**config.mk**
```make
export PLATFORM = sky130hd
export DESIGN_NAME = param_shifter
export DESIGN_NICKNAME = d
export VERILOG_FILES = /design/src/rtl/param_shifter_pkg.sv /design/src/rtl/param_shifter_shift_cell.sv /design/src/rtl/param_shifter.sv
export SDC_FILE = /design/constraint.sdc
export NUM_CORES = 1
export LEC_CHECK = 0
export BUFFER_PORTS_ARGS = -buffer_cell sky130_fd_sc_hd__buf_2
export CORE_MARGIN = 4
export CORE_UTILIZATION = 30
export CTS_CLUSTER_SIZE = 12
export DETAILED_ROUTE_END_ITERATION = 16
export GPL_ROUTABILITY_DRIVEN = 0
export HOLD_SLACK_MARGIN = 0.03
export SETUP_SLACK_MARGIN = 0.15
export SYNTH_ARGS = -nofsm -noshare
export SYNTH_HDL_FRONTEND = slang
export SYNTH_SLANG_ARGS = --single-unit
```
**constraint.sdc**
```tcl
create_clock -name clk -period 1.3 [get_ports clk]
set_clock_uncertainty 0.1 [all_clocks]
set_input_delay 0.13 -clock clk [delete_from_list [all_inputs] [get_ports clk]]
set_output_delay 0.13 -clock clk [all_outputs]
set_load 0.005 [all_outputs]
```
**src/rtl/param_shifter_pkg.sv**
```systemverilog
// ----------------------------------------------------------------------------
//  shifter_pkg : shared types for the param_shifter word shift register
//  Rev 1.0
// ----------------------------------------------------------------------------
`default_nettype none

package shifter_pkg;

    typedef enum logic [1:0] {
        SH_FWD  = 2'b00,
        SH_ROT  = 2'b01,
        SH_BWD  = 2'b10,
        SH_RSVD = 2'b11
    } shift_mode_e;

    // Next-value source for one stage register.
    typedef enum logic [1:0] {
        CELL_HOLD = 2'b00,
        CELL_PREV = 2'b01,
        CELL_NEXT = 2'b10,
        CELL_LOAD = 2'b11
    } cell_sel_e;

endpackage

`default_nettype wire

```
**src/rtl/param_shifter_shift_cell.sv**
```systemverilog
// ----------------------------------------------------------------------------
//  shift_cell : one WIDTH-bit stage with hold/prev/next/load next-value mux
//  Rev 1.0
// ----------------------------------------------------------------------------
`default_nettype none

module shift_cell
    import shifter_pkg::*;
#(
    parameter int WIDTH = 4
) (
    input  logic             clk,
    input  logic             rst,
    input  cell_sel_e        sel_i,
    input  logic [WIDTH-1:0] prev_i,
    input  logic [WIDTH-1:0] next_i,
    input  logic [WIDTH-1:0] load_i,
    output logic [WIDTH-1:0] q_o
);

    logic [WIDTH-1:0] stage_q;
    logic [WIDTH-1:0] stage_d;

    always_comb begin
        stage_d = stage_q;
        unique case (sel_i)
            CELL_HOLD: stage_d = stage_q;
            CELL_PREV: stage_d = prev_i;
            CELL_NEXT: stage_d = next_i;
            CELL_LOAD: stage_d = load_i;
            default:   stage_d = stage_q;
        endcase
    end

    always_ff @(posedge clk) begin
        if (rst) begin
            stage_q <= '0;
        end else begin
            stage_q <= stage_d;
        end
    end

    assign q_o = stage_q;

endmodule

`default_nettype wire

```
**src/rtl/param_shifter.sv**
```systemverilog
// ----------------------------------------------------------------------------
//  param_shifter : DEPTH x WIDTH multi-mode word shift register with fill count
//  Rev 1.0
// ----------------------------------------------------------------------------
`default_nettype none

module param_shifter
    import shifter_pkg::*;
#(
    parameter int WIDTH = 4,
    parameter int DEPTH = 4
) (
    input  logic                         clk,
    input  logic                         rst,
    input  logic                         shn,
    input  logic [1:0]                   mode,
    input  logic                         ld,
    input  logic [DEPTH*WIDTH-1:0]       pdata,
    input  logic [WIDTH-1:0]             si,
    output logic [WIDTH-1:0]             so,
    output logic [DEPTH*WIDTH-1:0]       pout,
    output logic [$clog2(DEPTH+1)-1:0]   fill_cnt,
    output logic                         full
);

    localparam int FILL_W = $clog2(DEPTH + 1);

    shift_mode_e       w_mode;
    cell_sel_e         w_sel;
    logic              w_grow;
    logic [WIDTH-1:0]  w_stage [DEPTH];
    logic [FILL_W-1:0] fill_q;
    logic [FILL_W-1:0] fill_d;

    assign w_mode = shift_mode_e'(mode);

    // One selector drives every stage: load beats shift, RSVD behaves as hold.
    always_comb begin
        w_sel  = CELL_HOLD;
        w_grow = 1'b0;
        if (ld) begin
            w_sel = CELL_LOAD;
        end else if (shn) begin
            unique case (w_mode)
                SH_FWD:  begin w_sel = CELL_PREV; w_grow = 1'b1; end
                SH_ROT:  w_sel = CELL_PREV;
                SH_BWD:  begin w_sel = CELL_NEXT; w_grow = 1'b1; end
                default: w_sel = CELL_HOLD;
            endcase
        end
    end

    for (genvar g = 0; g < DEPTH; g++) begin : g_cell
        logic [WIDTH-1:0] w_prev;
        logic [WIDTH-1:0] w_next;

        if (g == 0) begin : g_head
            assign w_prev = (w_mode == SH_ROT) ? w_stage[DEPTH-1] : si;
        end else begin : g_head_body
            assign w_prev = w_stage[g-1];
        end

        if (g == DEPTH - 1) begin : g_tail
            assign w_next = si;
        end else begin : g_tail_body
            assign w_next = w_stage[g+1];
        end

        shift_cell #(
            .WIDTH (WIDTH)
        ) u_cell (
            .clk    (clk),
            .rst    (rst),
            .sel_i  (w_sel),
            .prev_i (w_prev),
            .next_i (w_next),
            .load_i (pdata[g*WIDTH +: WIDTH]),
            .q_o    (w_stage[g])
        );

        assign pout[g*WIDTH +: WIDTH] = w_stage[g];
    end

    // Fill saturates at DEPTH; once full, shifting just drops the oldest word.
    always_comb begin
        fill_d = fill_q;
        if (ld) begin
            fill_d = FILL_W'(DEPTH);
        end else if (w_grow && !full) begin
            fill_d = fill_q + 1'b1;
        end
    end

    always_ff @(posedge clk) begin
        if (rst) begin
            fill_q <= '0;
        end else begin
            fill_q <= fill_d;
        end
    end

    assign fill_cnt = fill_q;
    assign full     = (fill_q == FILL_W'(DEPTH));
    assign so       = (w_mode == SH_BWD) ? w_stage[0] : w_stage[DEPTH-1];

endmodule

`default_nettype wire

```
==> results.json <==
{
  "grt.overflow.total": 0,
  "cts_buffer_depth": 2,
  "p_per_area_nw_per_um2": 856,
  "wirelength_mm": 4.54,
  "cp_slowest_cell": "dfxtp_2",
  "path_class": "reg2out",
  "setup_viol": 2,
  "dp.cells": 260,
  "layout_commonest_cell": "buf_2",
  "critPathMostFrequentCell": "buf_6",
  "die_h_um": 75.9,
  "antenna_left": 0,
  "wire_per_inst_um": 17.0,
  "outcome": "finished with violations",
  "syn2layout_area_growth_pct": 42.4,
  "finalMaxSlewViolations": 0,
  "grt_usage_pct": 16.3,
  "crit_fanout": 2,
  "fin_cells": 268,
  "num_vias": 1486,
  "whs_ps": 120,
  "max_stage_delay_ps": 330,
  "cts.sink_count": 19,
  "vias_per_cell": 5.54,
  "synth_top_family_by_area": "compound AO/OA/AOI/OAI gates",
  "cp.arrival_ps": 1090,
  "syn-num-nets": 186,
  "drc_errors": 0,
  "cp.required_ps": 1070,
  "cp-start-kind": "flip-flop",
  "grt.busiest_layer": "met2",
  "synth_cell_types": 33,
  "tightest_slew_ps": 338,
  "fillers": 447,
  "avgSynthCellArea_sq_um": 8.75,
  "clk_pin_slew_ps": 80,
  "grt_pass1_wl_mm": 7.17,
  "grtUsageMet2_pct": 27.9,
  "syn_inst": 158,
  "pin_count": 50,
  "die_area_sq_um": 5760,
  "yosysWarnings": 0,
  "yosys_most_used_dff": "dfxtp_1",
  "cts_made_buffers": 3,
  "setup_slack_ps": -15.3,
  "yosysSeqAreaShare_pct": 27.5,
  "synth_edf_count": 0,
  "antenna_found_initial": 0,
  "fmax_mhz": 760,
  "drtPass1Iterations": 4,
  "hp-class": "in2reg",
  "synthArstFlopShare_pct": 0,
  "synth_xor_area_share_pct": 0,
  "postCtsHoldBufs": 0,
  "coreArea_sq_um": 4410,
  "io_buffers": 49,
  "violations": "setup timing",
  "path_cells": "buf_6 -> mux2_4 -> buf_6",
  "met3_usage_pct": 1.32,
  "row_count": 24,
  "gr-usage-met1_pct": 21.7,
  "grt_max_degree": 23,
  "cts_max_level": 1,
  "synth_seq_cells": 19,
  "rsz0062_at_grt": "yes",
  "slew_headroom_pct": 77.4,
  "synthAdderAreaFrac_pct": 1.81,
  "ir_worst_vdd_mv": 0.320,
  "cap_viol_max_count": 0,
  "worst-path-buf-inv": 2,
  "synthesis.area_sq_um": 1380,
  "synth_compound_area_share_pct": 36.2,
  "insertedDiodeCount": 0,
  "dieWidth_um": 75.9,
  "finalHoldViolCount": 0,
  "cts_root_buffer": "clkbuf_8",
  "nets": 245,
  "drt-initial-drc-count": 106,
  "drive_above_1_share_pct": 52.8,
  "synth.area.mux_share_pct": 3.26,
  "path_delay_family": "flip-flops",
  "post-dp-hpwl_mm": 3.14,
  "period_share_pct": 101,
  "synthSimpleGateAreaFrac_pct": 21.4,
  "fin_crit_ps": 1320,
  "most-common-layout-cells": "buf_2 (42), nor3_1 (15), buf_4 (15), o21a_1 (14), nand3_1 (14)",
  "p_leak_uw": 0.000799,
  "end_kind": "output port",
  "insertion_delay_ps": 260,
  "initial_utilization_pct": 31.3,
  "cts_tree": "done",
  "grt_pass1_vias": 1439
}
==> stage by stage <==
stage / TNS (ps) / utilization (%) / total power (uW) / setup WS, ps / instance area, sq um
after global routing: -141 / 44.6 / 1790 / -42.6 / 1970
final: -18.2 / 44.6 / 1690 / -15.3 / 1970
after detailed placement: 0 / 39.4 / 1170 / 0.733 / 1740
after CTS: -16.7 / 43.2 / 1670 / -5.92 / 1910
after global placement: 0 / 39.4 / 1170 / 4.79 / 1740
after floorplan: 0 / - / 975 / 127 / 1390
==> area by class of cell <==
cell class / count / area (sq um) / area share [%]
multi-input cells: 117 / 942 / 47.8
inverters: 5 / 21.3 / 1.08
clock buffers: 3 / 41.3 / 2.10
clock inverters: 1 / 7.51 / 0.381
flip-flops and latches: 19 / 394 / 20.0
repair buffers: 71 / 498 / 25.3
well taps: 52 / 65.1 / 3.30
==> flip-flops by register name, summed over array words and instances (netlist names) <==
register,flops
fill_cnt,3
g_cell.u_cell.q_o,16
==> synth_stat cells, types with 2 or more instances <==
library cell	n	area share [%]
a211oi_1	3	1.6
a211oi_2	11	10
a21boi_0	4	2.2
a21oi_1	2	0.72
a311oi_1	2	1.3
a31oi_1	3	1.4
and2_1	2	0.90
buf_2	7	2.5
buf_4	4	2.2
buf_6	4	3.3
dfxtp_1	19	28
ha_1	2	1.8
inv_1	5	1.4
mux2_2	4	3.3
nand2b_1	7	3.2
nand3_1	14	5.1
nor3_1	16	5.8
o2111ai_1	4	2.5
o21a_1	14	7.6
o21ai_0	2	0.72
o22ai_1	14	6.3
or3b_1	4	2.5
==> cell families after synthesis <==
logic type | Yosys count
AOI/OAI and AO/OA | 61
adders and majority gates | 2
buffers and inverters | 22
DFF | 19
muxes | 4
and+or+nand+nor | 50
==> power breakdown <==
group          internal [uW]  leakage [uW]  total [uW]  switching, uW
logic                    298      0.000617         561            263
registers                631      0.000161         683           51.9
clock network            216     0.0000217         442            226
==> final timing paths <==
kind,from,end,slack (ps),cells after the start
max,g_cell[3].u_cell.q_o[0]$_SDFFE_PP0P_,so[0],-20,3
min,ld,fill_cnt[0]$_SDFFE_PP0P_,120,3
max reg2reg,fill_cnt[0]$_SDFFE_PP0P_,fill_cnt[2]$_SDFFE_PP0P_,80,5
min reg2reg,g_cell[2].u_cell.q_o[2]$_SDFFE_PP0P_,g_cell[3].u_cell.q_o[2]$_SDFFE_PP0P_,420,2
==> routing by layer <==
metal	up-vias	routed length, um
met5	-	0
met4	0	55
met3	4	202
met2	38	2210
met1	725	2080
li1	719	-
==> tightest hold or removal path: stages <==
cell     delay [ps]
buf_2           140
or2_2           130
a21oi_1          30
==> what timing repair did <==
action | in CTS | in global routing
buffers inserted | 4 | 0
endpoints found under the setup margin | 9 | 19
resized for setup | 23 | 17
pin swaps | 11 | 6
No activity file was read; power rests on OpenSTA's default activity.
